File: src/rtl/uart_pi_master.sv
// Bus master that serves host register commands from the UART RX FIFO and answers through the UART TX FIFO.
// Each command is one byte: bit7 = write, bits6:4 = target block, bits3:0 = register address.
module uart_pi_master #(
    parameter int unsigned NUM_BLK      = 8,
    parameter int unsigned UART_BLK     = 0,
    parameter logic [3:0]  ADDR_STATUS  = 4'h0,
    parameter logic [3:0]  ADDR_RD_FIFO = 4'h1,
    parameter logic [3:0]  ADDR_WR_FIFO = 4'h2,
    parameter int unsigned TIMEOUT      = 50000,
    parameter logic [7:0]  ACK_BYTE     = 8'h06,
    parameter logic [7:0]  NAK_BYTE     = 8'h15
) (
    input  logic               clk,
    input  logic               rst_n,
    input  logic               en,
    output logic [NUM_BLK-1:0] pi_blk_sel,
    output logic [3:0]         pi_addr,
    output logic               pi_wr_en,
    output logic               pi_rd_en,
    output logic [7:0]         pi_wr_data,
    input  logic [7:0]         pi_rd_data,
    output logic               busy,
    output logic               cmd_err,
    output logic [7:0]         err_cnt
);

    localparam int unsigned        TMR_W    = (TIMEOUT > 2) ? $clog2(TIMEOUT) : 1;
    localparam logic [TMR_W-1:0]   TMR_LAST = TMR_W'(TIMEOUT - 1);
    localparam logic [NUM_BLK-1:0] UART_SEL = NUM_BLK'(1) << UART_BLK;

    typedef enum logic [2:0] {
        S_POLL_RX,
        S_RD_CMD,
        S_POLL_DATA,
        S_RD_DATA,
        S_TGT_WR,
        S_TGT_RD,
        S_POLL_TX,
        S_WR_TX
    } state_t;

    state_t             r_state;
    state_t             w_state_nxt;
    logic               r_en;
    logic [7:0]         r_cmd;
    logic [7:0]         r_data;
    logic [7:0]         r_resp;
    logic [TMR_W-1:0]   r_timer;
    logic               r_busy;
    logic               r_cmd_err;
    logic [7:0]         r_err_cnt;

    logic [7:0]         w_cmd_nxt;
    logic [7:0]         w_data_nxt;
    logic [7:0]         w_resp_nxt;
    logic [TMR_W-1:0]   w_timer_nxt;
    logic               w_err;
    logic               w_rx_rdy;
    logic               w_tx_rdy;
    logic [NUM_BLK-1:0] w_new_sel;
    logic               w_new_illegal;
    logic [NUM_BLK-1:0] w_tgt_sel;

    assign w_rx_rdy  = pi_rd_data[0];
    assign w_tx_rdy  = pi_rd_data[2];
    // An id outside NUM_BLK shifts the one-hot out of range and yields zero.
    assign w_new_sel     = NUM_BLK'(1) << pi_rd_data[6:4];
    assign w_new_illegal = (w_new_sel == '0) || w_new_sel[UART_BLK];
    assign w_tgt_sel     = NUM_BLK'(1) << r_cmd[6:4];

    // State register
    always_ff @(posedge clk or negedge rst_n) begin
        if (!rst_n) begin
            r_state <= S_POLL_RX;
        end else begin
            r_state <= w_state_nxt;
        end
    end

    // Next-state and datapath-next logic
    always_comb begin
        w_state_nxt = r_state;
        w_cmd_nxt   = r_cmd;
        w_data_nxt  = r_data;
        w_resp_nxt  = r_resp;
        w_timer_nxt = r_timer;
        w_err       = 1'b0;
        case (r_state)
            S_POLL_RX: begin
                if (r_en && w_rx_rdy) begin
                    w_state_nxt = S_RD_CMD;
                end
            end
            S_RD_CMD: begin
                w_cmd_nxt = pi_rd_data;
                if (w_new_illegal) begin
                    w_resp_nxt  = NAK_BYTE;
                    w_err       = 1'b1;
                    w_state_nxt = S_POLL_TX;
                end else if (pi_rd_data[7]) begin
                    w_timer_nxt = '0;
                    w_state_nxt = S_POLL_DATA;
                end else begin
                    w_state_nxt = S_TGT_RD;
                end
            end
            S_POLL_DATA: begin
                w_timer_nxt = r_timer + TMR_W'(1);
                if (w_rx_rdy) begin
                    w_state_nxt = S_RD_DATA;
                end else if ((TIMEOUT != 0) && (r_timer == TMR_LAST)) begin
                    w_err       = 1'b1;
                    w_state_nxt = S_POLL_RX;
                end
            end
            S_RD_DATA: begin
                w_data_nxt  = pi_rd_data;
                w_state_nxt = S_TGT_WR;
            end
            S_TGT_WR: begin
                w_resp_nxt  = ACK_BYTE;
                w_state_nxt = S_POLL_TX;
            end
            S_TGT_RD: begin
                w_resp_nxt  = pi_rd_data;
                w_state_nxt = S_POLL_TX;
            end
            S_POLL_TX: begin
                if (w_tx_rdy) begin
                    w_state_nxt = S_WR_TX;
                end
            end
            S_WR_TX: begin
                w_state_nxt = S_POLL_RX;
            end
            default: begin
                w_state_nxt = S_POLL_RX;
            end
        endcase
    end

    // Latched command registers, error pulse and saturating error count
    always_ff @(posedge clk or negedge rst_n) begin
        if (!rst_n) begin
            r_en      <= 1'b0;
            r_cmd     <= '0;
            r_data    <= '0;
            r_resp    <= '0;
            r_timer   <= '0;
            r_busy    <= 1'b0;
            r_cmd_err <= 1'b0;
            r_err_cnt <= '0;
        end else begin
            r_en      <= en;
            r_cmd     <= w_cmd_nxt;
            r_data    <= w_data_nxt;
            r_resp    <= w_resp_nxt;
            r_timer   <= w_timer_nxt;
            r_busy    <= (w_state_nxt != S_POLL_RX);
            r_cmd_err <= w_err;
            if (w_err && (r_err_cnt != 8'hFF)) begin
                r_err_cnt <= r_err_cnt + 8'd1;
            end
        end
    end

    // Moore bus decode; en is registered so reset forces an idle bus
    always_comb begin
        pi_blk_sel = '0;
        pi_addr    = '0;
        pi_wr_en   = 1'b0;
        pi_rd_en   = 1'b0;
        pi_wr_data = '0;
        case (r_state)
            S_POLL_RX: begin
                if (r_en) begin
                    pi_blk_sel = UART_SEL;
                    pi_addr    = ADDR_STATUS;
                    pi_rd_en   = 1'b1;
                end
            end
            S_POLL_DATA, S_POLL_TX: begin
                pi_blk_sel = UART_SEL;
                pi_addr    = ADDR_STATUS;
                pi_rd_en   = 1'b1;
            end
            S_RD_CMD, S_RD_DATA: begin
                pi_blk_sel = UART_SEL;
                pi_addr    = ADDR_RD_FIFO;
                pi_rd_en   = 1'b1;
            end
            S_TGT_WR: begin
                pi_blk_sel = w_tgt_sel;
                pi_addr    = r_cmd[3:0];
                pi_wr_en   = 1'b1;
                pi_wr_data = r_data;
            end
            S_TGT_RD: begin
                pi_blk_sel = w_tgt_sel;
                pi_addr    = r_cmd[3:0];
                pi_rd_en   = 1'b1;
            end
            S_WR_TX: begin
                pi_blk_sel = UART_SEL;
                pi_addr    = ADDR_WR_FIFO;
                pi_wr_en   = 1'b1;
                pi_wr_data = r_resp;
            end
            default: begin
            end
        endcase
    end

    assign busy    = r_busy;
    assign cmd_err = r_cmd_err;
    assign err_cnt = r_err_cnt;

endmodule

File: config.mk
export PLATFORM = sky130hd
export DESIGN_NAME = uart_pi_master
export DESIGN_NICKNAME = d
export VERILOG_FILES = /design/src/rtl/uart_pi_master.sv
export SDC_FILE = /design/constraint.sdc
export NUM_CORES = 1
export LEC_CHECK = 0
export BUFFER_PORTS_ARGS = -buffer_cell sky130_fd_sc_hd__buf_2
export CAP_MARGIN = 20
export CELL_PAD_IN_SITES_DETAIL_PLACEMENT = 1
export CELL_PAD_IN_SITES_GLOBAL_PLACEMENT = 1
export CORE_MARGIN = 2
export CORE_UTILIZATION = 30
export DETAILED_ROUTE_END_ITERATION = 12
export PLACE_DENSITY_LB_ADDON = 0.3
export SLEW_MARGIN = 20
export SYNTH_ARGS = -nofsm -noshare
export SYNTH_HDL_FRONTEND = slang
export SYNTH_SLANG_ARGS = --single-unit
File: constraint.sdc
create_clock -name clk -period 1.51 [get_ports clk]
set_input_delay 0.2265 -clock clk [delete_from_list [all_inputs] [get_ports clk]]
set_output_delay 0.2265 -clock clk [all_outputs]
set_load 0.01 [all_outputs]
==> results.json, run 1 <==
{
  "violations": "setup timing",
  "clkLatencyLatePin_ns": 0.31,
  "cts_buffer_depth": 2,
  "cts_tree": "built",
  "multi_input_area_mm2": 0.00166,
  "first_global_vias": 2823,
  "ir_worst_vdd_v": 0.000675,
  "switching_share_pct": 42.2,
  "pre_cts_ws_ns": -0.200,
  "maxSlewViolCount": 0,
  "crit_family": "buffers and inverters",
  "utilization_pct": 45.6,
  "antenna_cells": 0,
  "fp.dieArea_mm2": 0.0102,
  "period_minus_slack_ns": 1.88,
  "reg2reg_depth": 9,
  "timing.final.ws_setup_ns": -0.370,
  "cts_sinks": 53,
  "arrival_ns": 1.65,
  "hold_viol_final": 0,
  "power.internal_w": 0.00397,
  "drt_wl_total_um": 9130,
  "yosys-top-cells-count": "53 x dfrtp_1, 39 x nand2_1, 34 x nor2_1, 18 x xnor2_1, 17 x a21oi_1",
  "synth_cell_types": 48,
  "start_util_pct": 30.7,
  "cts_root_buf": "clkbuf_8",
  "synth-seq-cells": 53,
  "htreeDepth": 2,
  "synth.area.top_cells": "dfrtp_1 47%, xnor2_1 5.6%, nand2_1 5.2%",
  "nFillCells": 1060,
  "antenna_left": 0,
  "syn_inst": 291,
  "placeableCoreArea_mm2": 0.00915,
  "nets": 418,
  "yosysWarnings": 0,
  "ios": 43,
  "power_leakage_nw": 1.94,
  "die_w_um": 101,
  "async_flop_share_pct": 100,
  "grt_overflow": 0,
  "crit_chain": "buf_6 > buf_6 > nor2_4 > buf_6 > a22oi_2 > nor2_2 > buf_2",
  "p_per_area_mw_per_mm2": 1640,
  "ff_latch_area_mm2": 0.00133,
  "p_seq_share_pct": 32.2,
  "cpPeakStageDelay_ns": 0.44,
  "numPortBuffers": 42,
  "finalCritPeriodShare_pct": 124,
  "criticalPathCategory": "register to output pin",
  "post-place-cells": 496,
  "viasPerCell": 5.14,
  "cp_max_fo": 5,
  "maxCapViolCount": 0,
  "finClkSkew_ns": 0.00791,
  "end_kind": "output pin",
  "track_usage_pct": 18.2,
  "finalPower_w": 0.00686,
  "ys_seq_area_share_pct": 47.1,
  "first_iter_violations": 106,
  "rsz0062_at_grt": "true",
  "row_count": 35,
  "comb_power_share_pct": 55.5,
  "worst-path-buf-inv": 4,
  "die_y_um": 101,
  "p_clk_share_pct": 12.4,
  "avgRoutedWirePerCell_um": 17.7,
  "routabilityCongestion": 0.777,
  "dr.pass1.iters": 4,
  "grt_pass1_wl_um": 14500,
  "hold_ws_ns": 0.0169,
  "worst_pin_slew_ns": 0.392,
  "drc_errors": 0,
  "startpoint_type": "register",
  "grt_antenna_before_repair": 0,
  "p_sw_w": 0.00289,
  "grt_start_max_net_pins": 54,
  "numCtsBuffers": 5,
  "crit_top_cell": "buf_6",
  "synth_ff_type": "dfrtp_1",
  "area_growth_pct": 48.4,
  "synth-edff-count": 0,
  "crit_slowest_cell": "dfrtp_2",
  "vias": 2658,
  "yosys.area.top_type": "dfrtp_1",
  "hold_class": "primary input to register",
  "synth_area_mm2": 0.00281,
  "drive_gt1_share_pct": 47.5,
  "relSlewSlack_pct": 73.8,
  "postSynthAreaPerCell_um2": 9.67,
  "stdcell_count": 517,
  "yosysMostFrequentCell": "dfrtp_1",
  "synth_top_area_share_pct": 47.1,
  "fmax_mhz": 532,
  "syn_nets": 304,
  "setup_viol": 59,
  "status": "complete, but fails checks",
  "crit_required_ns": 1.28,
  "clkTransAtPathRegs_ns": 0.10,
  "holdPathStages": 1,
  "crit_cells": 7,
  "dp_hpwl_um": 6220
}
[cells by family after synthesis]
group | share of synthesized area, %
and+or+nand+nor | 27.8
DFF | 47.1
AOI/OAI and AO/OA | 10.7
buffers and inverters | 3.82
xor gates and xnor gates | 5.91
muxes | 3.73
adders and majority gates | 0.889
[path summary, 6_finish.rpt]
check,startpoint,end,slack (ns)
worst max-delay path,r_state[1],pi_wr_data[0],-0.37
worst max register to register,r_state[1],r_timer[7],-0.31
min in group asynchronous,rst_n,r_timer[6],0.46
worst min register to register,r_cmd[2],r_cmd[2],0.49
max in group asynchronous,rst_n,r_state[1],0.79
worst min-delay path,en,r_en,0.02
[worst reg2reg max path, stage by stage (launching register included)]
cell and delay, ns:
dfrtp_2 0.44, buf_4 0.14, buf_6 0.12, nor3b_4 0.21, buf_6 0.15, o2bb2ai_4 0.16, buf_6 0.15, nor4b_4 0.05
xnor2_1 0.22, nor2_1 0.07
[per-layer routing]
layer  GRT usage, %  wire, µm  up-vias
li1               -         -     1251
met1           23.9      4040     1346
met2           31.9      4710       48
met3           2.57       241       13
met4           3.79       147        0
met5              0         0        -
[power groups by stage]
stage | Combinational (W) | Sequential (W) | Clock, W
after detailed placement | 0.00312 | 0.00221 | 0
after global routing | 0.00411 | 0.00226 | 0.000913
after global placement | 0.00305 | 0.00219 | 0
after CTS | 0.00338 | 0.00219 | 0.000862
after floorplan | 0.00179 | 0.00215 | 0
final | 0.00380 | 0.00221 | 0.000848
[cells in the final DEF, fill, tap and decap left out, drive strengths merged, types with 2 or more instances in the layout]
cell type  synthesis  routed
a21oi             17      17
a22oi              8       8
a31oi              2       2
and3               6       6
and4               3       3
and4bb             2       2
buf                8     121
clkbuf             7       6
clkinv             2       2
dfrtp             53      53
ha                 2       2
inv                4       5
mux2               9       9
nand2             40      40
nand2b             4       4
nand3             15      15
nand4              5       5
nor2              34      34
nor2b              2       2
nor3              12      12
nor3b              4       4
nor4              11      11
o21ai             11      11
xnor2             18      18
[timing repair]
item                                    4_1_cts  5_1_grt
hold buffers                                  1        0
endpoints found under the setup margin       72       60
pin swaps                                    11       13
setup buffers                                 5        7
resized for setup                            24       36
endpoints found under the hold margin        53        0
[metrics by stage]
step / area, µm² / setup TNS (ns)
global placement: 3770 / -4.38
CTS: 3980 / -9.76
floorplan: 2960 / -2.32
global route: 4180 / -15.32
detailed placement: 3770 / -5.90
finish: 4180 / -11.28
[sequential cells by signal, summed over array words and instances, names as in the netlist]
| register | cells |
|---|---|
| r_resp | 8 |
| r_cmd | 7 |
| r_data | 8 |
| err_cnt | 8 |
| r_timer | 16 |
| r_state | 3 |
| cmd_err | 1 |
| busy | 1 |
| r_en | 1 |
[final cells by class]
| class | instances | share of cell area (%) |
|---|---|---|
| flip-flops and latches | 53 | 31.9 |
| repair buffers | 122 | 22.2 |
| inverters | 6 | 0.749 |
| clock buffers | 6 | 1.74 |
| multi-input cells | 217 | 39.8 |
| well taps | 111 | 3.33 |
| clock inverters | 2 | 0.330 |
Power figures use the tool's default switching activity.
==> inputs of run 2 (changes only) <==
Settings changed: CORE_MARGIN 2 to not set, HOLD_SLACK_MARGIN set to 0.12.
==> results.json, run 2 (synthesis gave the netlist of run 1 again) <==
{
  "layout_commonest_cell": "buf_4",
  "drc_errors": 0,
  "clkTransAtPathRegs_ns": 0.11,
  "worst-path-buf-inv": 1,
  "grt_overflow": 0,
  "reg2reg_depth": 6,
  "avgRoutedWirePerCell_um": 19.5,
  "first_global_vias": 3000,
  "drive_gt1_share_pct": 56.2,
  "cts_tree": "built",
  "criticalPathCategory": "register to register",
  "worst_pin_slew_ns": 0.446,
  "setup_viol": 48,
  "ios": 43,
  "cts_root_buf": "clkbuf_8",
  "cpPeakStageDelay_ns": 0.48,
  "crit_family": "flip-flops",
  "violations": "setup timing",
  "ir_worst_vdd_v": 0.000890,
  "status": "complete, but fails checks",
  "clkLatencyLatePin_ns": 0.31,
  "final_area_mm2": 0.00464,
  "hold_class": "primary input to register",
  "drt_wl_total_um": 10400,
  "htreeDepth": 2,
  "finalCritPeriodShare_pct": 119,
  "nets": 439,
  "power_leakage_nw": 2.11,
  "timing.final.ws_setup_ns": -0.286,
  "finClkSkew_ns": 0.0208,
  "period_minus_slack_ns": 1.80,
  "fmax_mhz": 557,
  "cp_max_fo": 5,
  "dr.pass1.iters": 4,
  "cts_sinks": 53,
  "placeableCoreArea_mm2": 0.00889,
  "routabilityCongestion": 0.757,
  "antenna_left": 0,
  "arrival_ns": 2.01,
  "fp.dieArea_mm2": 0.00977,
  "startpoint_type": "register",
  "cts_buffer_depth": 2,
  "first_iter_violations": 64,
  "placed_cell_area_mm2": 0.00376,
  "die_y_um": 98.9,
  "layout_common_cells": "65 x buf_4, 49 x dfrtp_1, 39 x buf_2",
  "numPortBuffers": 42,
  "antenna_cells": 0,
  "grt_start_max_net_pins": 39,
  "maxSlewViolCount": 0,
  "grt_pass1_wl_um": 15800,
  "p_per_area_mw_per_mm2": 1700,
  "maxCapViolCount": 0,
  "crit_cells": 6,
  "track_usage_pct": 20.6,
  "rsz0062_at_grt": "true",
  "crit_chain": "buf_4 > nor3b_4 > nand4_2 > o21ai_4 > o31ai_4 > mux2_4",
  "numCtsBuffers": 5,
  "grt_antenna_before_repair": 0,
  "relSlewSlack_pct": 70.3,
  "vias": 2806,
  "crit_required_ns": 1.72,
  "area_growth_pct": 64.9,
  "largest_register_ff_count": 16,
  "hold_viol_final": 0,
  "end_kind": "register",
  "start_util_pct": 31.6,
  "die_w_um": 98.9,
  "viasPerCell": 5.24,
  "hold_ws_ns": 0.149,
  "pre_cts_ws_ns": -0.217,
  "regMostFlops": "r_timer",
  "crit_slowest_cell": "dfrtp_2",
  "holdPathStages": 3,
  "dp_hpwl_um": 6230,
  "row_count": 34
}
-- run 2: changes by cell type in the layout (fill, tap and decap cells not counted), moves of 4 or more --
cell	before	now
nand3_2	0	4
a22oi_1	5	0
buf_4	60	65
a22oi_2	3	8
nor3_4	1	5
nand3_1	15	10
buf_6	13	25
-- run 2: routing by layer --
layer	GRT usage [%]	vias to the layer above	part of all wire (%)
met3	2.91	20	2.9
met5	0	-	0
met4	6.08	0	2.5
li1	-	1299	-
met1	25.4	1419	41
met2	37.2	68	54
-- run 2: worst paths after layout --
| kind | start | endpoint | slack (ns) |
|---|---|---|---|
| max | r_state[2] | err_cnt[1] | -0.29 |
| min | pi_rd_data[6] | r_cmd[6] | 0.15 |
| max reg2reg | r_state[2] | err_cnt[1] | -0.29 |
| min reg2reg | r_cmd[3] | r_cmd[3] | 0.49 |
| max in group asynchronous | rst_n | r_state[2] | 0.55 |
| min in group asynchronous | rst_n | r_resp[1] | 0.38 |
-- run 2: layout make-up --
class / instances / area [µm²]
multi-input cells: 218 / 1840
repair buffers: 142 / 1190
flip-flops and latches: 53 / 1330
fillers: 949 / 4250
clock buffers: 6 / 82.6
inverters: 6 / 45.0
well taps: 108 / 135
clock inverters: 2 / 13.8
-- run 2: worst reg2reg max path, cell delays in order (launching register included) --
cell	delay (ns)
dfrtp_2	0.48
buf_4	0.16
nor3b_4	0.20
nand4_2	0.15
o21ai_4	0.27
o31ai_4	0.13
mux2_4	0.31
-- run 2: where the power goes --
part | total [W] | internal [W] | switching (W)
Combinational | 0.00470 | 0.00226 | 0.00244
Clock | 0.000887 | 0.000374 | 0.000513
Sequential | 0.00229 | 0.00186 | 0.000429
Total | 0.00787 | 0.00449 | 0.00338
-- run 2: stage by stage --
stage	utilization, %	TNS, ns	instances	power (W)
floorplan	-	-2.32	291	0.00394
global placement	42.3	-5.25	495	0.00512
detailed placement	42.3	-6.53	495	0.00523
CTS	49.4	-7.28	525	0.00723
global route	52.2	-12.69	535	0.00827
finish	52.2	-9.11	535	0.00787
-- run 2: timing repair --
item | in CTS | in global routing
hold endpoints to repair | 16 | 0
setup buffers | 20 | 11
pin swaps | 31 | 17
setup endpoints to repair | 68 | 72
hold buffers | 2 | 0
gates resized for setup | 82 | 36
cloned | 0 | 2
==> inputs of run 3 (changes only) <==
Settings changed: CELL_PAD_IN_SITES_DETAIL_PLACEMENT 1 to 2, CELL_PAD_IN_SITES_GLOBAL_PLACEMENT 1 to 2, CORE_UTILIZATION 30 to 32, SETUP_SLACK_MARGIN set to 0.15.
==> results.json, run 3 (synthesis gave the netlist of run 1 again) <==
{
  "placeableCoreArea_mm2": 0.00838,
  "numPortBuffers": 42,
  "startpoint_type": "register",
  "drive_gt1_share_pct": 58.8,
  "clkTransAtPathRegs_ns": 0.14,
  "rsz0062_at_grt": "true",
  "violations": "setup timing",
  "dr.pass1.iters": 4,
  "period_minus_slack_ns": 1.99,
  "hold_class": "primary input to register",
  "die_w_um": 95.8,
  "post-place-cells": 486,
  "vias": 3092,
  "crit_slowest_cell": "dfrtp_1",
  "cts_tree": "built",
  "cts_sinks": 53,
  "ir_worst_vdd_v": 0.000905,
  "finClkSkew_ns": 0.0335,
  "numCtsBuffers": 5,
  "ff_latch_area_mm2": 0.00133,
  "regMostFlops": "r_timer",
  "p_per_area_mw_per_mm2": 1890,
  "cpPeakStageDelay_ns": 0.41,
  "ios": 43,
  "crit_top_cell": "buf_4",
  "layout_commonest_cell": "buf_4",
  "fp.dieArea_mm2": 0.00917,
  "startpoint": "r_timer[4]",
  "track_usage_pct": 30.7,
  "antenna_cells": 0,
  "first_global_vias": 3282,
  "grt_pass1_wl_um": 20200,
  "crit_chain": "buf_4 > and4_1 > buf_4 > nand4_1 > nor4_4 > xnor2_1 > nor2_1",
  "crit_required_ns": 1.72,
  "arrival_ns": 2.20,
  "worst_pin_slew_ns": 0.444,
  "maxSlewViolCount": 0,
  "hold_start": "pi_rd_data[6]",
  "rr_startpoint": "r_timer[4]",
  "multi_input_area_mm2": 0.00194,
  "criticalPathCategory": "register to register",
  "viasPerCell": 5.74,
  "pre_cts_ws_ns": -0.268,
  "relSlewSlack_pct": 70.4,
  "largest_register_ff_count": 16,
  "nets": 446,
  "finalCritPeriodShare_pct": 132,
  "hold_viol_final": 0,
  "grt_antenna_before_repair": 0,
  "avgRoutedWirePerCell_um": 31.1,
  "layout_common_cells": "66 x buf_4, 50 x dfrtp_1, 40 x buf_2",
  "dr_wl_met2_um": 8760,
  "clkLatencyLatePin_ns": 0.35,
  "drt_wl_total_um": 16800,
  "start_util_pct": 33.6,
  "grt_overflow": 0,
  "cp_max_fo": 9,
  "timing.final.ws_setup_ns": -0.485,
  "grt_start_max_net_pins": 40,
  "area_growth_pct": 71.5,
  "cts_root_buf": "clkbuf_8",
  "wl_met1_um": 6930,
  "drc_errors": 0,
  "stdcell_count": 539,
  "power_leakage_nw": 2.19,
  "first_iter_violations": 119,
  "status": "complete, but fails checks",
  "wl_met3_um": 420,
  "row_count": 33,
  "maxCapViolCount": 0,
  "setup_viol": 73,
  "top_layer": "met4",
  "cts_buffer_depth": 2,
  "die_y_um": 95.8,
  "end_kind": "register",
  "htreeDepth": 2,
  "fmax_mhz": 501,
  "antenna_left": 0,
  "dp_hpwl_um": 7340,
  "nFillCells": 808,
  "routabilityCongestion": 0.768
}
==> run 3: cell count changes in the layout (fill, tap and decap cells not counted), moves of 3 or more <==
cell	before	now
a21oi_1	11	6
mux2_2	8	3
mux2_4	1	6
a21oi_2	5	9
nor2_1	29	25
nor2_2	2	6
nand3_1	10	13
nand3_2	4	1
==> run 3: path summary, 6_finish.rpt <==
| check | end | slack (ns) | cells after the start |
|---|---|---|---|
| max | r_timer[10] | -0.48 | 7 |
| min | r_cmd[6] | 0.16 | 3 |
| max reg2reg | r_timer[10] | -0.48 | 7 |
| min reg2reg | err_cnt[7] | 0.58 | 1 |
| max in group asynchronous | err_cnt[6] | 0.57 | 3 |
| min in group asynchronous | r_timer[1] | 0.35 | 2 |
==> run 3: cell type report <==
type | count | area share, %
clock buffer | 5 | 1.43
inverter | 6 | 0.933
timing repair buffer | 149 | 26.6
tap | 105 | 2.72
clock inverter | 3 | 0.518
sequential | 53 | 27.6
multi-input combinational | 218 | 40.3
==> run 3: worst max-delay path: cells and delay by family, from the launching register on <==
kind / cells / cell delay [ns]
XOR/XNOR: 1 / 0.20
buffers and inverters: 2 / 0.36
flip-flops: 1 / 0.41
AND/OR/NAND/NOR: 4 / 0.90
==> run 3: through the flow <==
step | utilization [%] | hold slack (ns) | power, W | instance area [µm²] | setup TNS [ns]
after CTS | 53.2 | 0.156 | 0.00763 | 4460 | -8.85
after floorplan | - | -0.0691 | 0.00395 | 2970 | -2.30
after global routing | 57.6 | 0.168 | 0.00936 | 4830 | -22.39
after global placement | 44.6 | 0.188 | 0.00523 | 3740 | -4.54
final | 57.6 | 0.164 | 0.00911 | 4830 | -19.98
after detailed placement | 44.6 | 0.187 | 0.00543 | 3740 | -10.30
==> run 3: timing repair <==
item / in CTS / in global routing
pin swaps: 26 / 31
endpoints found under the setup margin: 74 / 74
resized for setup: 94 / 46
endpoints found under the hold margin: 15 / 0
hold buffers: 2 / 0
buffers inserted: 24 / 17
gates cloned: 1 / 1
==> run 3: per-layer routing <==
| metal | vias up | global-route usage (%) |
|---|---|---|
| li1 | 1315 | - |
| met1 | 1639 | 36.5 |
| met2 | 97 | 56.0 |
| met3 | 41 | 4.34 |
| met4 | 0 | 11.2 |
| met5 | - | 0 |
==> run 3: where the power goes <==
group          internal, W  leakage [nW]  switching (W)  total, W
clock             0.000339        0.0447       0.000624  0.000963
sequential         0.00185         0.666       0.000552   0.00241
combinational      0.00259          1.48        0.00316   0.00575
